--- config.mk ---
export PLATFORM = sky130hd
export DESIGN_NAME = uart_tx_fifo
export DESIGN_NICKNAME = d
export VERILOG_FILES = /design/src/rtl/uart_tx_fifo.sv
export SDC_FILE = /design/constraint.sdc
export NUM_CORES = 1
export LEC_CHECK = 0
export ABC_AREA = 1
export BUFFER_PORTS_ARGS = -buffer_cell sky130_fd_sc_hd__buf_2
export CORE_UTILIZATION = 55
export DETAILED_ROUTE_END_ITERATION = 12
export PLACE_DENSITY = 0.68
export SLEW_MARGIN = 20
export SYNTH_ARGS = -nofsm -noshare
export SYNTH_HDL_FRONTEND = slang
export SYNTH_SLANG_ARGS = --single-unit
--- constraint.sdc ---
create_clock -name CLK -period 5.33 [get_ports CLK]
set_input_delay 0.533 -clock CLK [delete_from_list [all_inputs] [get_ports CLK]]
set_output_delay 0.533 -clock CLK [all_outputs]
set_load 0.02 [all_outputs]
--- src/rtl/uart_tx_fifo.sv ---
// UART transmitter fed by a FIFO; frames are start, DATA_BITS LSB-first, optional parity, STOP_BITS.
// Define UART_TX_PARITY_EN to compile in the parity bit (sense set by PARITY_ODD).
module uart_tx_fifo #(
  parameter int CLK_DIV    = 434,
  parameter int DATA_BITS  = 8,
  parameter int STOP_BITS  = 1,
  parameter int FIFO_DEPTH = 8,
  parameter int PARITY_ODD = 0
) (
  input  logic                          CLK,
  input  logic                          RST_n,
  input  logic                          Wr_En_Sig,
  input  logic [DATA_BITS-1:0]          Wr_Data,
  output logic                          Full_Sig,
  output logic [$clog2(FIFO_DEPTH):0]   Fifo_Count,
  output logic                          Overflow_Sig,
  output logic                          Tx_Busy_Sig,
  output logic                          Tx_Done_Sig,
  output logic                          Tx_Pin_Out
);

  localparam int              AW        = $clog2(FIFO_DEPTH);
  localparam logic [AW:0]     DEPTH_C   = (AW+1)'(FIFO_DEPTH);
  localparam logic [15:0]     BAUD_LAST = 16'(CLK_DIV - 1);
  localparam logic [3:0]      DATA_LAST = 4'(DATA_BITS - 1);
  localparam logic [3:0]      STOP_LAST = 4'(STOP_BITS - 1);

  typedef enum logic [2:0] {
    IDLE,
    START,
    DATA,
`ifdef UART_TX_PARITY_EN
    PARITY,
`endif
    STOP
  } state_t;

  state_t                 r_state, w_state_nxt;
  logic [15:0]            r_baud;
  logic [3:0]             r_bit, w_bit_nxt;
  logic [DATA_BITS-1:0]   r_data;
  logic [DATA_BITS-1:0]   r_mem [FIFO_DEPTH];
  logic [AW-1:0]          r_wptr, r_rptr;
  logic [AW:0]            r_count;
  logic                   r_full, r_ovf, r_done, r_tx;
  logic                   w_tick, w_empty, w_pop, w_wr_acc, w_done, w_tx_nxt, w_data_bit;
  logic [AW:0]            w_count_nxt;

  assign w_tick      = (r_baud == BAUD_LAST);
  assign w_empty     = (r_count == '0);
  assign w_wr_acc    = Wr_En_Sig && !r_full;
  assign w_count_nxt = r_count + (AW+1)'(w_wr_acc) - (AW+1)'(w_pop);

  always_comb begin
    w_state_nxt = r_state;
    w_bit_nxt   = r_bit;
    w_pop       = 1'b0;
    w_done      = 1'b0;
    case (r_state)
      IDLE: begin
        if (!w_empty) begin
          w_pop       = 1'b1;
          w_state_nxt = START;
          w_bit_nxt   = '0;
        end
      end
      START: begin
        if (w_tick) begin
          w_state_nxt = DATA;
          w_bit_nxt   = '0;
        end
      end
      DATA: begin
        if (w_tick) begin
          if (r_bit == DATA_LAST) begin
`ifdef UART_TX_PARITY_EN
            w_state_nxt = PARITY;
`else
            w_state_nxt = STOP;
`endif
            w_bit_nxt   = '0;
          end else begin
            w_bit_nxt = r_bit + 4'd1;
          end
        end
      end
`ifdef UART_TX_PARITY_EN
      PARITY: begin
        if (w_tick) begin
          w_state_nxt = STOP;
          w_bit_nxt   = '0;
        end
      end
`endif
      STOP: begin
        // Leaving STOP here gives one idle-high cycle before the next queued frame.
        if (w_tick) begin
          if (r_bit == STOP_LAST) begin
            w_state_nxt = IDLE;
            w_done      = 1'b1;
            w_bit_nxt   = '0;
          end else begin
            w_bit_nxt = r_bit + 4'd1;
          end
        end
      end
      default: w_state_nxt = IDLE;
    endcase
  end

  // Line level is derived from the next state so Tx_Pin_Out is a plain register.
  always_comb begin
    w_data_bit = 1'b0;
    for (int i = 0; i < DATA_BITS; i++) begin
      if (w_bit_nxt == 4'(i)) w_data_bit = r_data[i];
    end
    case (w_state_nxt)
      START:   w_tx_nxt = 1'b0;
      DATA:    w_tx_nxt = w_data_bit;
`ifdef UART_TX_PARITY_EN
      PARITY:  w_tx_nxt = (^r_data) ^ 1'(PARITY_ODD);
`endif
      default: w_tx_nxt = 1'b1;
    endcase
  end

  always_ff @(posedge CLK or negedge RST_n) begin
    if (!RST_n) begin
      r_state <= IDLE;
      r_baud  <= '0;
      r_bit   <= '0;
      r_wptr  <= '0;
      r_rptr  <= '0;
      r_count <= '0;
      r_full  <= 1'b0;
      r_ovf   <= 1'b0;
      r_done  <= 1'b0;
      r_tx    <= 1'b1;
    end else begin
      r_state <= w_state_nxt;
      r_bit   <= w_bit_nxt;
      r_baud  <= (r_state == IDLE || w_tick) ? '0 : r_baud + 16'd1;
      if (w_wr_acc) r_wptr <= r_wptr + AW'(1);
      if (w_pop)    r_rptr <= r_rptr + AW'(1);
      r_count <= w_count_nxt;
      r_full  <= (w_count_nxt == DEPTH_C);
      r_ovf   <= Wr_En_Sig && r_full;
      r_done  <= w_done;
      r_tx    <= w_tx_nxt;
    end
  end

  always_ff @(posedge CLK) begin
    if (w_wr_acc) r_mem[r_wptr] <= Wr_Data;
    if (w_pop)    r_data        <= r_mem[r_rptr];
  end

  assign Full_Sig     = r_full;
  assign Fifo_Count   = r_count;
  assign Overflow_Sig = r_ovf;
  assign Tx_Busy_Sig  = (r_state != IDLE);
  assign Tx_Done_Sig  = r_done;
  assign Tx_Pin_Out   = r_tx;

endmodule

# == Yosys cells after proc, flatten, opt, wreduce, memory -nomap -nowiden ==
# Memories as Yosys holds them, arrays and structs flattened. A register that Yosys moved wholly into a read port is not among the register bits.
# Index checks and enable logic that the tools add are counted.
# word_totals
ff_bits,37
latch_bits,0
mem_count,1
mem_bits_rw,64
word_cells,72
mem_bits_ro,0
# op_classes
bitwise,0
order_cmp,0
n_addsub,6
div_mod_pow,0
shift,0
muxes,31
multipliers,0
n_eq_ne,15
n_reduce_logical,9
# mem_list
name,words,width,read_ports,rd_clocked_by_memory_dff,write_ports,line_no,rtl
r_mem,8,8,1,1,1,42,logic [DATA_BITS-1:0] r_mem [FIFO_DEPTH];
# op_table
op,n
4-bit two-way mux,6
"4-bit by 3-bit == test with 1-bit output, second input constant",5
3-bit two-way mux,6
"16-bit by 1-bit adder with 16-bit output, second input constant",1
"16-bit by 9-bit == test with 1-bit output, second input constant",1
16-bit two-way mux,1
4-bit one-hot mux with 4 select lines,1
1-bit two-way mux,15
4-bit zero test,3
3-bit one-hot mux with 4 select lines,1
"3-bit by 2-bit == test with 1-bit output, second input constant",3
"4-bit by 2-bit == test with 1-bit output, second input constant",2
"3-bit by 1-bit adder with 3-bit output, second input constant",2
"3-bit by 1-bit == test with 1-bit output, second input constant",2
4-bit by 1-bit adder with 4-bit output,1
"4-bit by 1-bit adder with 4-bit output, second input constant",1
"4-bit by 1-bit == test with 1-bit output, second input constant",1
"4-bit == test, second input constant",1
4-bit by 1-bit subtractor with 4-bit output,1
3-bit zero test,1
3-bit nonzero test,1
1-bit logical AND,2
1-bit one-hot mux with 2 select lines,1
1-bit zero test,1
1-bit logical OR,1

# == Depth between registers and ports, before layout ==
# logic_depth
ltp_word,14
mapped_depth,14
ltp_nobuf,14

# == Least setup slack after synthesis ==
# No wires, ideal clock.
# synth_timing
kind,flip-flop to flip-flop
from,register r_state[2]
to,register r_full (netlist: Full_Sig)
path_stages_with_launch,13
arrival_time_ps,2424
path_slack_ps,2805
path_cell_list,dfrtp_1 nor2_1 nand2_1 inv_1 nand2_1 inv_1 ha_1 inv_1 ha_1 inv_1 fa_1 inv_1 nor4_1
# synth_via
elab_chain_cells,4
# synth_rtl
element,line_no,rtl
"start, declared",38,"state_t r_state, w_state_nxt;"
"start signal, assigned",140,r_state <= w_state_nxt;
3-bit zero test,59,case (r_state)
1-bit two-way mux,59,
named net w_pop,46,"logic w_tick, w_empty, w_pop, w_wr_acc, w_done, w_tx_nxt, w_data_bit;"
4-bit by 1-bit subtractor with 4-bit output,52,assign w_count_nxt = r_count + (AW+1)'(w_wr_acc) - (AW+1)'(w_pop);
named net w_count_nxt[1],47,logic [AW:0] w_count_nxt;
4-bit == test,146,r_full <= (w_count_nxt == DEPTH_C);
"end signal, assigned",146,
"end, declared",45,"logic r_full, r_ovf, r_done, r_tx;"
# The timed path passes the listed nets, and every way through them passes these cells.
# A chain may end at the register's enable or synchronous reset.

# == Final worst setup path ==
# Ends and elaborated chain as after synthesis.

==> results <==
- The number of global-route vias before repair is 3093.
- For this configuration, the core starts out at a cell density of 56.70%.
- In this run, synthesis inferred 72 flip-flops with an integrated enable.
- The average cell area after synthesis is 10.17 sq um.
- The critical path in this run is classified as reg2reg.
- The number of nets in the synthesized netlist is 507.
- The count of instances resized after the clock tree is built is 0.
- Summed over all layers, the routed wires come to 9099 um.
- The slowest library cell on the worst path is sky130_fd_sc_hd__fa_1.
- The final-layout worst hold slack is 233.0 ps.
- The final sum of negative setup slack is 0 ps.
- The setup slack of the worst register-to-register path is 2590 ps.
- The synthesis-to-layout area growth is 8.365%.
- Setup repair after global routing left no endpoint under its margin.
- The analysis attributes to cell leakage a power of 2.178 nW.
- Summed over all layers, the global routing overflow is 0.
- The most used flip-flop cell after synthesis is sky130_fd_sc_hd__edfxtp_1.
- Prior to clock tree synthesis, the placed netlist has a worst setup slack of 2585 ps.
- The count of maximum capacitance violations is 0.
- TritonCTS built the clock tree.
- For this run, asynchronously set or reset flops after synthesis account for 33.94%.
- The critical path endpoint category is a flip-flop.
- The final count of pins violating max slew came to 0.
- The total clock sinks is 109.
- The clock reaches the later pin of the worst-skew pair after 380 ps.
- The region available for standard cell placement spans 8678 sq um.
- The flow ran to the end, and the final reports show no timing, DRC or antenna violations.
- The clock skew is 18.26 ps.
- The initialized floorplan defines 34 standard-cell rows.
- The final route contains 3284 vias.
- The buffers inserted during post-CTS setup optimization is 0.
- For this run, the number of Yosys warnings is 0.
- Including well taps, the total number of placed cells is 602.
- The number of different library cells in the post-synthesis netlist is 35.
- Routability-driven placement finished with a final weighted congestion of 0.8351.
- Input and output buffers added on the ports amount to 19.
- The data required time at the worst endpoint is 5610 ps.
- Detailed placement ended at an HPWL of 6212 um.
- Of all nets on the critical path, the largest fanout is 12.
- The kind of start point of the critical path is a flip-flop.
- Clock tree synthesis selected as its root buffer the cell sky130_fd_sc_hd__clkbuf_8.
- The path class of the tightest hold or removal check is in2async.
- Dividing total power by cell area gives a power density of 445.1 nW/um^2.
- After layout, the design draws a total of 0.002373 W.
- By instance count, the cell type seen most on the critical path is sky130_fd_sc_hd__inv_1.
- Counting along the longest clock path gives a buffer depth of 2.
- The capture point of the worst reg-to-reg path is Full_Sig.
- The synthesized instance count is 484.
- The total setup violations reported at the end of the flow is 0.
- The post-synthesis instance area is 4921 sq um.
- The remaining design rule violation count is 0.
- The global-route wire length before repair is 14570 um.
- Walking the worst path, the cells encountered are nor2_1 -> nand2_1 -> inv_1 -> nand2_1 -> inv_1 -> ha_1 -> inv_1 -> ha_1 -> inv_1 -> fa_1 -> inv_1 -> nor4_1.
- The minimum setup slack in the final design is 2594 ps.
- Measured along the y axis, the die boundary spans 96.59 um.
- The remaining antenna violation count after routing is 0.
- The number of cells on the worst reg-to-reg path is 12.
- The finished layout holds 618 standard cells, fillers aside.
- 0 antenna diodes ended up in the layout.
- The maximum vdd ir drop is 0.2196 mV.
- The sequential element share of the synthesized area is 62.78%.
- 20 I/O pins were placed.
- Hold repair after CTS inserted 0 buffers.
- The number of antenna violations at the first check in global routing is 0.
- The number of levels in the clock H-tree is 3.
- The final clock period utilization by the worst path is 51.34%.
- The fraction of final layout cells with drive strength greater than 1 is 12.16%.
- The clock transition at the registers of the reported paths is 120 ps.
- The worst-case headroom to the max-slew limit is 29.50%.
- For this run, the detailed router's first-pass iteration total came to 4.
- The initial detailed-routing violation count is 149.
- The maximum frequency from static timing analysis is 365.4 MHz.
- Dividing the detail-routed wire length by the instance count gives 14.72 um.
- The peak per-stage delay on the critical path is 480 ps.
- The worst register-to-register path begins at r_state[2].
- The via density per instance is 5.314.
- In this run, synthesis produced a sequential element count of 109.
- For the pin with the worst max-slew slack, the measured transition is 1058 ps.
- TritonCTS created 9 clock buffers.
- Measured along the x axis, the die boundary spans 96.59 um.
- The clock period could shrink to 2736 ps.
- The number of nets in the finished design is 528.
- Entering global routing, the biggest net connects 38 pins.
- The combined global-route utilization of all metal layers is 21.65%.
- The total die area is 9330 sq um.
- The number of endpoints with negative hold slack in the final report came to 0.
- At the worst endpoint, the arrival time is 3020 ps.
==> cell usage in the layout (no fill, tap or decap), types with 2 or more instances in the layout <==
cell type / synthesis / routed
sky130_fd_sc_hd__nor2_1: 97 / 97
sky130_fd_sc_hd__edfxtp_1: 72 / 72
sky130_fd_sc_hd__inv_1: 58 / 58
sky130_fd_sc_hd__nand2_1: 53 / 53
sky130_fd_sc_hd__o21ai_0: 43 / 43
sky130_fd_sc_hd__dfrtp_1: 36 / 36
sky130_fd_sc_hd__nand3_1: 25 / 25
sky130_fd_sc_hd__buf_2: 0 / 19
sky130_fd_sc_hd__a21oi_1: 11 / 11
sky130_fd_sc_hd__ha_1: 11 / 11
sky130_fd_sc_hd__o22ai_1: 9 / 9
sky130_fd_sc_hd__clkbuf_8: 0 / 9
sky130_fd_sc_hd__a31oi_1: 8 / 8
sky130_fd_sc_hd__nand2_2: 7 / 7
sky130_fd_sc_hd__nor3_1: 6 / 6
sky130_fd_sc_hd__nor2_2: 6 / 6
sky130_fd_sc_hd__xor2_1: 5 / 5
sky130_fd_sc_hd__nand2_4: 4 / 4
sky130_fd_sc_hd__or2_2: 3 / 3
sky130_fd_sc_hd__nand4_1: 3 / 3
sky130_fd_sc_hd__clkinv_8: 0 / 3
sky130_fd_sc_hd__inv_6: 0 / 3
sky130_fd_sc_hd__o21ai_1: 2 / 2
sky130_fd_sc_hd__nand3b_1: 2 / 2
==> cells in the mapped netlist, types with 6 or more instances <==
cell | number | share of area (%)
sky130_fd_sc_hd__nand2_1 | 53 | 4.0
sky130_fd_sc_hd__a31oi_1 | 8 | 1.0
sky130_fd_sc_hd__o22ai_1 | 9 | 1.1
sky130_fd_sc_hd__nand2_2 | 7 | 0.89
sky130_fd_sc_hd__nand3_1 | 25 | 2.5
sky130_fd_sc_hd__clkbuf_1 | 9 | 0.69
sky130_fd_sc_hd__nor2_2 | 6 | 0.76
sky130_fd_sc_hd__nor3_1 | 6 | 0.61
sky130_fd_sc_hd__ha_1 | 11 | 2.8
sky130_fd_sc_hd__edfxtp_1 | 72 | 44
sky130_fd_sc_hd__nor2_1 | 97 | 7.4
sky130_fd_sc_hd__a21oi_1 | 11 | 1.1
sky130_fd_sc_hd__o21ai_0 | 43 | 4.4
sky130_fd_sc_hd__dfrtp_1 | 36 | 18
sky130_fd_sc_hd__inv_1 | 58 | 4.4
==> flip-flops by register name (all words and copies together) (netlist names), 3 cells and up <==
register    cells
r_data          8
r_mem          64
r_rptr          3
Fifo_Count      4
r_wptr          3
r_bit           4
r_state         3
r_baud         16
==> critical path, delay by kind of cell, from the launching register on <==
family | cells | cell delay, ps
buffers and inverters | 5 | 660
adder cells (fa/ha/maj) | 3 | 940
AND/OR/NAND/NOR | 4 | 600
flip-flops | 1 | 430
==> routing by layer <==
layer	wire length [um]	global-route usage [%]
met4	132	8.824
met2	4640	37.68
met5	0	0
met3	383	5.164
met1	3943	25.77
==> layout make-up <==
| class | count | area [sq um] |
|---|---|---|
| clock buffers | 9 | 123.9 |
| clock inverters | 7 | 91.34 |
| fillers | 704 | 3346 |
| inverters | 61 | 230.2 |
| multi-input cells | 305 | 1568 |
| flip-flops and latches | 109 | 3089 |
| well taps | 108 | 135.1 |
| repair buffers | 19 | 95.09 |
==> where the power goes <==
part           switching, W  internal [W]  leakage (nW)  total (W)
logic              0.000433      0.000230         0.934   0.000663
clock network      0.000322      0.000193         0.106   0.000515
registers          0.000119       0.00108          1.14    0.00119
total              0.000875       0.00150          2.18    0.00237
==> metrics by stage <==
| stage | util, % | cell area [sq um] |
|---|---|---|
| after floorplan | - | 4921 |
| after global placement | 58.97 | 5117 |
| after detailed placement | 58.97 | 5117 |
| after CTS | 61.45 | 5333 |
| after global routing | 61.45 | 5333 |
| final | 61.45 | 5333 |
==> logic make-up (layout without fill, tap and decap cells) <==
logic type	Yosys count	in the layout	synth area share, %
compound gates	76	76	8.467
fa+ha+maj	12	12	3.204
flops	109	109	62.78
xor+xnor	6	6	1.068
other cells	1	1	0.07620
buf+inv	70	96	5.365
simple gates	210	210	19.04
==> how the worst max path moves through the flow <==
stage                from       end  slack [ps]
6_report       r_state[2]  Full_Sig        2590
4_1_cts        r_state[2]  Full_Sig        2550
3_5_place_dp   r_state[2]  Full_Sig        2590
3_3_place_gp   r_state[2]  Full_Sig        2580
5_1_grt        r_state[2]  Full_Sig        2280
2_1_floorplan  r_state[2]  Full_Sig        2800
(Power assumes the default switching activity.)
